$ cat config.mk
export PLATFORM = sky130hd
export DESIGN_NAME = div_arbiter
export DESIGN_NICKNAME = d
export VERILOG_FILES = /design/src/rtl/div_arbiter.sv
export SDC_FILE = /design/constraint.sdc
export NUM_CORES = 1
export LEC_CHECK = 0
export BUFFER_PORTS_ARGS = -buffer_cell sky130_fd_sc_hd__buf_2
export CORE_AREA = 2 2 182 184
export CTS_BUF_LIST = sky130_fd_sc_hd__clkbuf_8
export CTS_CLUSTER_SIZE = 14
export DETAILED_ROUTE_END_ITERATION = 8
export DIE_AREA = 0 0 184 186
export GPL_TIMING_DRIVEN = 0
export SLEW_MARGIN = 20
export SYNTH_ARGS = -nofsm -noshare
export SYNTH_HDL_FRONTEND = slang
export SYNTH_SLANG_ARGS = --single-unit
$ cat constraint.sdc
create_clock -name clock -period 2.8 [get_ports clock]
set_input_delay 0.28 -clock clock [delete_from_list [all_inputs] [get_ports clock]]
set_output_delay 0.28 -clock clock [all_outputs]
set_load 0.005 [all_outputs]
$ cat src/rtl/div_arbiter.sv
// Round-robin sequencer that shares one iterative divider among N requesters and traps b==0.
// Optional macro DIV_ARB_TIMEOUT_EN adds a WAIT watchdog that aborts the divider after TIMEOUT cycles.
module div_arbiter #(
  parameter int N       = 4,
  parameter int W       = 32,
  parameter int TIMEOUT = 64
) (
  input  logic           clock,
  input  logic           reset_n,
  input  logic [N-1:0]   req,
  input  logic [N*W-1:0] req_a,
  input  logic [N*W-1:0] req_b,
  output logic [N-1:0]   gnt,
  output logic [N-1:0]   rsp_valid,
  output logic [W-1:0]   rsp_q,
  output logic [W-1:0]   rsp_r,
  output logic           rsp_err,
  output logic           div_start,
  output logic [W-1:0]   div_a,
  output logic [W-1:0]   div_b,
  output logic           div_abort,
  input  logic           div_done,
  input  logic [W-1:0]   div_q,
  input  logic [W-1:0]   div_r,
  output logic           busy
);

  localparam int PW = (N > 1) ? $clog2(N) : 1;

  typedef enum logic [1:0] {
    S_IDLE  = 2'd0,
    S_ISSUE = 2'd1,
    S_WAIT  = 2'd2,
    S_RESP  = 2'd3
  } state_e;

  state_e        state_q;
  logic [PW-1:0] ptr_q;
  logic [N-1:0]  owner_q;
  logic          zero_q;
  logic [N-1:0]  gnt_q;
  logic [N-1:0]  rsp_valid_q;
  logic [W-1:0]  rsp_q_q;
  logic [W-1:0]  rsp_r_q;
  logic          rsp_err_q;
  logic          div_start_q;
  logic          div_abort_q;
  logic [W-1:0]  div_a_q;
  logic [W-1:0]  div_b_q;
  logic          busy_q;

  logic          win_found_s;
  logic [PW-1:0] win_idx_s;
  logic [PW:0]   scan_s;
  logic [PW-1:0] ptr_d;
  logic [N-1:0]  win_oh_s;
  logic [W-1:0]  win_a_s;
  logic [W-1:0]  win_b_s;
  logic          expire_s;

  // Round-robin search: first requester at or after the pointer, wrapping modulo N.
  always_comb begin
    win_found_s = 1'b0;
    win_idx_s   = '0;
    scan_s      = '0;
    for (int k = 0; k < N; k++) begin
      scan_s = {1'b0, ptr_q} + (PW+1)'(k);
      if (scan_s >= (PW+1)'(N)) begin
        scan_s = scan_s - (PW+1)'(N);
      end else begin
        scan_s = scan_s;
      end
      if (!win_found_s && req[scan_s[PW-1:0]]) begin
        win_found_s = 1'b1;
        win_idx_s   = scan_s[PW-1:0];
      end else begin
        win_found_s = win_found_s;
      end
    end
  end

  // Winner one-hot, its operands and the pointer value that follows it.
  always_comb begin
    win_oh_s = {{(N-1){1'b0}}, 1'b1} << win_idx_s;
    win_a_s  = req_a[win_idx_s*W +: W];
    win_b_s  = req_b[win_idx_s*W +: W];
    if (win_idx_s == PW'(N-1)) begin
      ptr_d = '0;
    end else begin
      ptr_d = win_idx_s + 1'b1;
    end
  end

`ifdef DIV_ARB_TIMEOUT_EN
  localparam int CW = $clog2(TIMEOUT + 1);
  logic [CW-1:0] wait_cnt_q;

  // WAIT-cycle counter; restarts from zero every time WAIT is entered.
  always_ff @(posedge clock or negedge reset_n) begin
    if (!reset_n) begin
      wait_cnt_q <= '0;
    end else if (state_q == S_WAIT) begin
      wait_cnt_q <= wait_cnt_q + 1'b1;
    end else begin
      wait_cnt_q <= '0;
    end
  end

  assign expire_s = (wait_cnt_q == CW'(TIMEOUT - 1));
`else
  // A negative TIMEOUT is meaningless, so this is a constant 0: WAIT never expires.
  assign expire_s = (TIMEOUT < 0);
`endif

  // Sequencer FSM; every output is a register set on the transition into the state it belongs to.
  always_ff @(posedge clock or negedge reset_n) begin
    if (!reset_n) begin
      state_q     <= S_IDLE;
      ptr_q       <= '0;
      owner_q     <= '0;
      zero_q      <= 1'b0;
      gnt_q       <= '0;
      rsp_valid_q <= '0;
      rsp_q_q     <= '0;
      rsp_r_q     <= '0;
      rsp_err_q   <= 1'b0;
      div_start_q <= 1'b0;
      div_abort_q <= 1'b0;
      div_a_q     <= '0;
      div_b_q     <= '0;
      busy_q      <= 1'b0;
    end else begin
      gnt_q       <= '0;
      rsp_valid_q <= '0;
      div_start_q <= 1'b0;
      div_abort_q <= 1'b0;
      case (state_q)
        S_IDLE: begin
          if (win_found_s) begin
            gnt_q       <= win_oh_s;
            owner_q     <= win_oh_s;
            div_a_q     <= win_a_s;
            div_b_q     <= win_b_s;
            zero_q      <= (win_b_s == '0);
            div_start_q <= (win_b_s != '0);
            ptr_q       <= ptr_d;
            state_q     <= S_ISSUE;
            busy_q      <= 1'b1;
          end else begin
            state_q <= S_IDLE;
            busy_q  <= 1'b0;
          end
        end
        // The grant cycle; a zero divisor skips the divider and answers in the following cycle.
        S_ISSUE: begin
          if (zero_q) begin
            rsp_valid_q <= owner_q;
            rsp_q_q     <= '1;
            rsp_r_q     <= div_a_q;
            rsp_err_q   <= 1'b1;
            state_q     <= S_RESP;
          end else begin
            state_q <= S_WAIT;
          end
        end
        S_WAIT: begin
          if (div_done) begin
            rsp_valid_q <= owner_q;
            rsp_q_q     <= div_q;
            rsp_r_q     <= div_r;
            rsp_err_q   <= 1'b0;
            state_q     <= S_RESP;
          end else if (expire_s) begin
            div_abort_q <= 1'b1;
            rsp_valid_q <= owner_q;
            rsp_q_q     <= '0;
            rsp_r_q     <= '0;
            rsp_err_q   <= 1'b1;
            state_q     <= S_RESP;
          end else begin
            state_q <= S_WAIT;
          end
        end
        S_RESP: begin
          state_q <= S_IDLE;
          busy_q  <= 1'b0;
        end
        default: begin
          state_q <= S_IDLE;
          busy_q  <= 1'b0;
        end
      endcase
    end
  end

  assign gnt       = gnt_q;
  assign rsp_valid = rsp_valid_q;
  assign rsp_q     = rsp_q_q;
  assign rsp_r     = rsp_r_q;
  assign rsp_err   = rsp_err_q;
  assign div_start = div_start_q;
  assign div_abort = div_abort_q;
  assign div_a     = div_a_q;
  assign div_b     = div_b_q;
  assign busy      = busy_q;

endmodule

==> results.toml <==
[outcome]
status = "finished, final reports clean"

[critical_path]
setup.worst_path.end_class = "register"
cp_data_required_time_ps = 3200
maximum_fanout_along_the_worst_path = 10
criticalPathCategory = "register to register"
worst-endpoint-arrival_ps = 3150
worst_setup_path_start_kind = "register"

[power_and_ir_drop]
max-vdd-ir-drop_mv = 0.435
leak_nw = 6.06
power-per-cell-area_mw_per_mm2 = 1100

[detailed_routing]
via_per_inst = 4.96
drc = 0
detailedRoute.firstIterationViolations = 506
route.detailed.wl_per_inst_um = 20.7
antenna_left = 0
dr_total_vias = 9400
routed_wirelength_um = 39200
detail_route.first_pass.iterations = 5

[job]
maxCapViolations = 0

[synthesis]
syn_area_per_cell_um2 = 8.25
yosys_warnings = 0
synth_common_cells = "230 x nand2_1, 148 x dfrtp_1, 65 x nor2_1, 64 x and3_1, 64 x nand3_1"
yosysSeqAreaShare_pct = 45.5
async_flop_share_pct = 100
yosysUniqueCellTypes = 34
yosys-top-cells-area = "dfrtp_1 45%, nand2_1 11%, a211oi_1 5.8%"
synth.top_cell.area_share_pct = 45.5
synth.most_common_cell = "nand2_1"
synth-main-ff-cell = "dfrtp_1"
syn_inst = 987
combined_area_of_all_synthesized_cells_mm2 = 0.00814
flip_flop_and_latch_count_after_synthesis = 148
yosys.area.top_type = "dfrtp_1"
synth.net_count = 1322
synth_edf_count = 0

[clock_tree]
clk_root_buffer_cell = "clkbuf_8"
clkSlewWorstSetupHoldPaths_ps = 100
htree_num_levels = 4
clock_tree.buffer_depth = 2
tritoncts_num_sinks = 148
numCtsBuffers = 17
clock_latency_ps = 470
cts_tree = "built"

[sta]
grt_setup_unrepaired = "yes"
layout_min_cycle_time_ps = 2750
fin_tns_setup_ps = 0
worst-slew-pin-transition_ps = 762
hold_viol = 0
final_max_slew_viol_count = 0
worst_slack_ps = 52.4
maximum_frequency_from_static_timing_analysis_mhz = 364
min_period_over_period_pct = 98.1
worst_slew_margin_rel_pct = 49.2
finalClockSkew_ps = 18.1
setup_viol = 0

[floorplan]
die-width_um = 184
die-height_um = 186
number_of_standard_cell_rows_in_the_floorplan = 66
coreArea_mm2 = 0.0322
floorplan.initialDensity_pct = 25.3
design.portCount = 467
die-area_mm2 = 0.0342

[finish]
multiInputGateArea_mm2 = 0.00428
layout-area-overhead-vs-synth_pct = 45.8
seq_area_mm2 = 0.00370
layout.cells.non_filler = 1895
fillers = 3455
proportion_of_layout_cells_with_a_drive_suffix_above_1_pct = 40.7
final_net_count = 1807
fin_util_pct = 36.9

[place]
placed_cells = 1861
port_buffers = 465
detailed_placement_hpwl_um = 31600
pre_cts_ws_ps = -828
routabilityCongestion = 0.910

[global_route]
grt_util_all_layers_pct = 22.2
global_route.overflow_total = 0
grt_pass1_vias = 9038
grt_first_pass_wirelength_um = 55300
pin_count_of_the_biggest_net_entering_global_routing = 89
antenna_found_initial = 2

[hold_path]
hp-class = "input port to register"
## power by group
part | switching, mW | internal, mW
Clock | 0.986 | 0.649
Sequential | 0.683 | 3.18
Combinational | 4.73 | 2.78
## what timing repair did
action,4_1_cts,5_1_grt
pin swaps,4,4
setup endpoints to repair,56,40
hold buffers,1,0
hold endpoints to repair,60,0
gates resized for setup,51,70
setup buffers,0,0
## placed cells by master, fill, tap and decap left out, types with 6 or more instances in the layout
| cell | Yosys | layout |
|---|---|---|
| ha_1 | 8 | 8 |
| nand2_1 | 230 | 230 |
| nand3_1 | 64 | 64 |
| inv_6 | 0 | 7 |
| clkbuf_1 | 51 | 37 |
| buf_2 | 17 | 475 |
| inv_1 | 37 | 37 |
| a211oi_4 | 0 | 11 |
| o22ai_1 | 17 | 11 |
| clkbuf_8 | 0 | 17 |
| dfrtp_1 | 148 | 148 |
| and3_1 | 64 | 64 |
| a211oi_2 | 1 | 37 |
| buf_6 | 6 | 13 |
| mux2i_1 | 34 | 34 |
| o22ai_2 | 0 | 6 |
| a31oi_1 | 32 | 32 |
| buf_1 | 11 | 6 |
| a21oi_1 | 35 | 35 |
| nor2_1 | 65 | 65 |
| and2_1 | 9 | 8 |
| clkbuf_2 | 0 | 14 |
| o21ai_0 | 34 | 34 |
| a211oi_1 | 63 | 16 |
| o31ai_1 | 33 | 33 |
## per-stage QoR
step | power (mW) | hold WS [ps] | instance area [µm²]
2_1_floorplan | 7.69 | -15.6 | 8140
3_3_place_gp | 10.9 | 452 | 11000
3_5_place_dp | 11.0 | 245 | 11000
4_1_cts | 12.8 | 10.2 | 11600
5_1_grt | 14.1 | 20.7 | 11900
6_report | 13.0 | 56.9 | 11900
## sequential cells by signal, indices dropped and copies added (netlist names)
name and flops:
div_b 32, busy 1, zero_q 1, gnt 4
owner_q 4, ptr_q 2, rsp_valid 4, state_q 2
rsp_err 1, div_start 1, rsp_r 32, div_a 32
rsp_q 32
## worst max-delay path, stage by stage, from the launching register on
cell      delay [ps]
dfrtp_1          440
nand2_1          110
a221o_1          210
and2_4           200
inv_2             50
buf_4            190
buf_6            190
a211oi_4         300
o22ai_2          150
nor4_4           400
and4_4           310
mux2_1           130
## layout make-up
cell class                      count  share of cell area [%]
Antenna cell                        2                  0.0422
Buffer                             86                    3.96
Clock buffer                       17                    1.97
Clock inverter                     15                    1.18
Inverter                           39                    1.23
Multi-Input combinational cell    713                    36.1
Sequential cell                   148                    31.2
Tap cell                          408                    4.30
Timing Repair Buffer              467                    20.0
## path summary, 6_finish.rpt
path,start,endpoint,slack [ps],depth (start not counted)
min in group asynchronous,reset_n,div_b[25],300,2
worst min register to register,owner_q[1],owner_q[1],480,1
worst max-delay path,ptr_q[1],zero_q,50,11
worst max register to register,ptr_q[1],zero_q,50,11
worst min-delay path,div_q[25],rsp_q[25],60,3
max in group asynchronous,reset_n,div_a[16],1640,3
## cell families after synthesis
family	share of synthesized area [%]
buffers and inverters	6.72
and+or+nand+nor	24.4
adders and majority gates	1.23
DFF	45.5
AOI/OAI and AO/OA	17.8
other	0.0461
muxes	4.32
## metal layers
metal,part of all wire (%),vias up,GRT usage [%]
met5,0,-,0
met2,49,470,38.7
met4,3.9,0,9.98
li1,-,4386,-
met3,7.0,68,4.91
met1,40,4476,26.1
(Power assumes the default switching activity.)
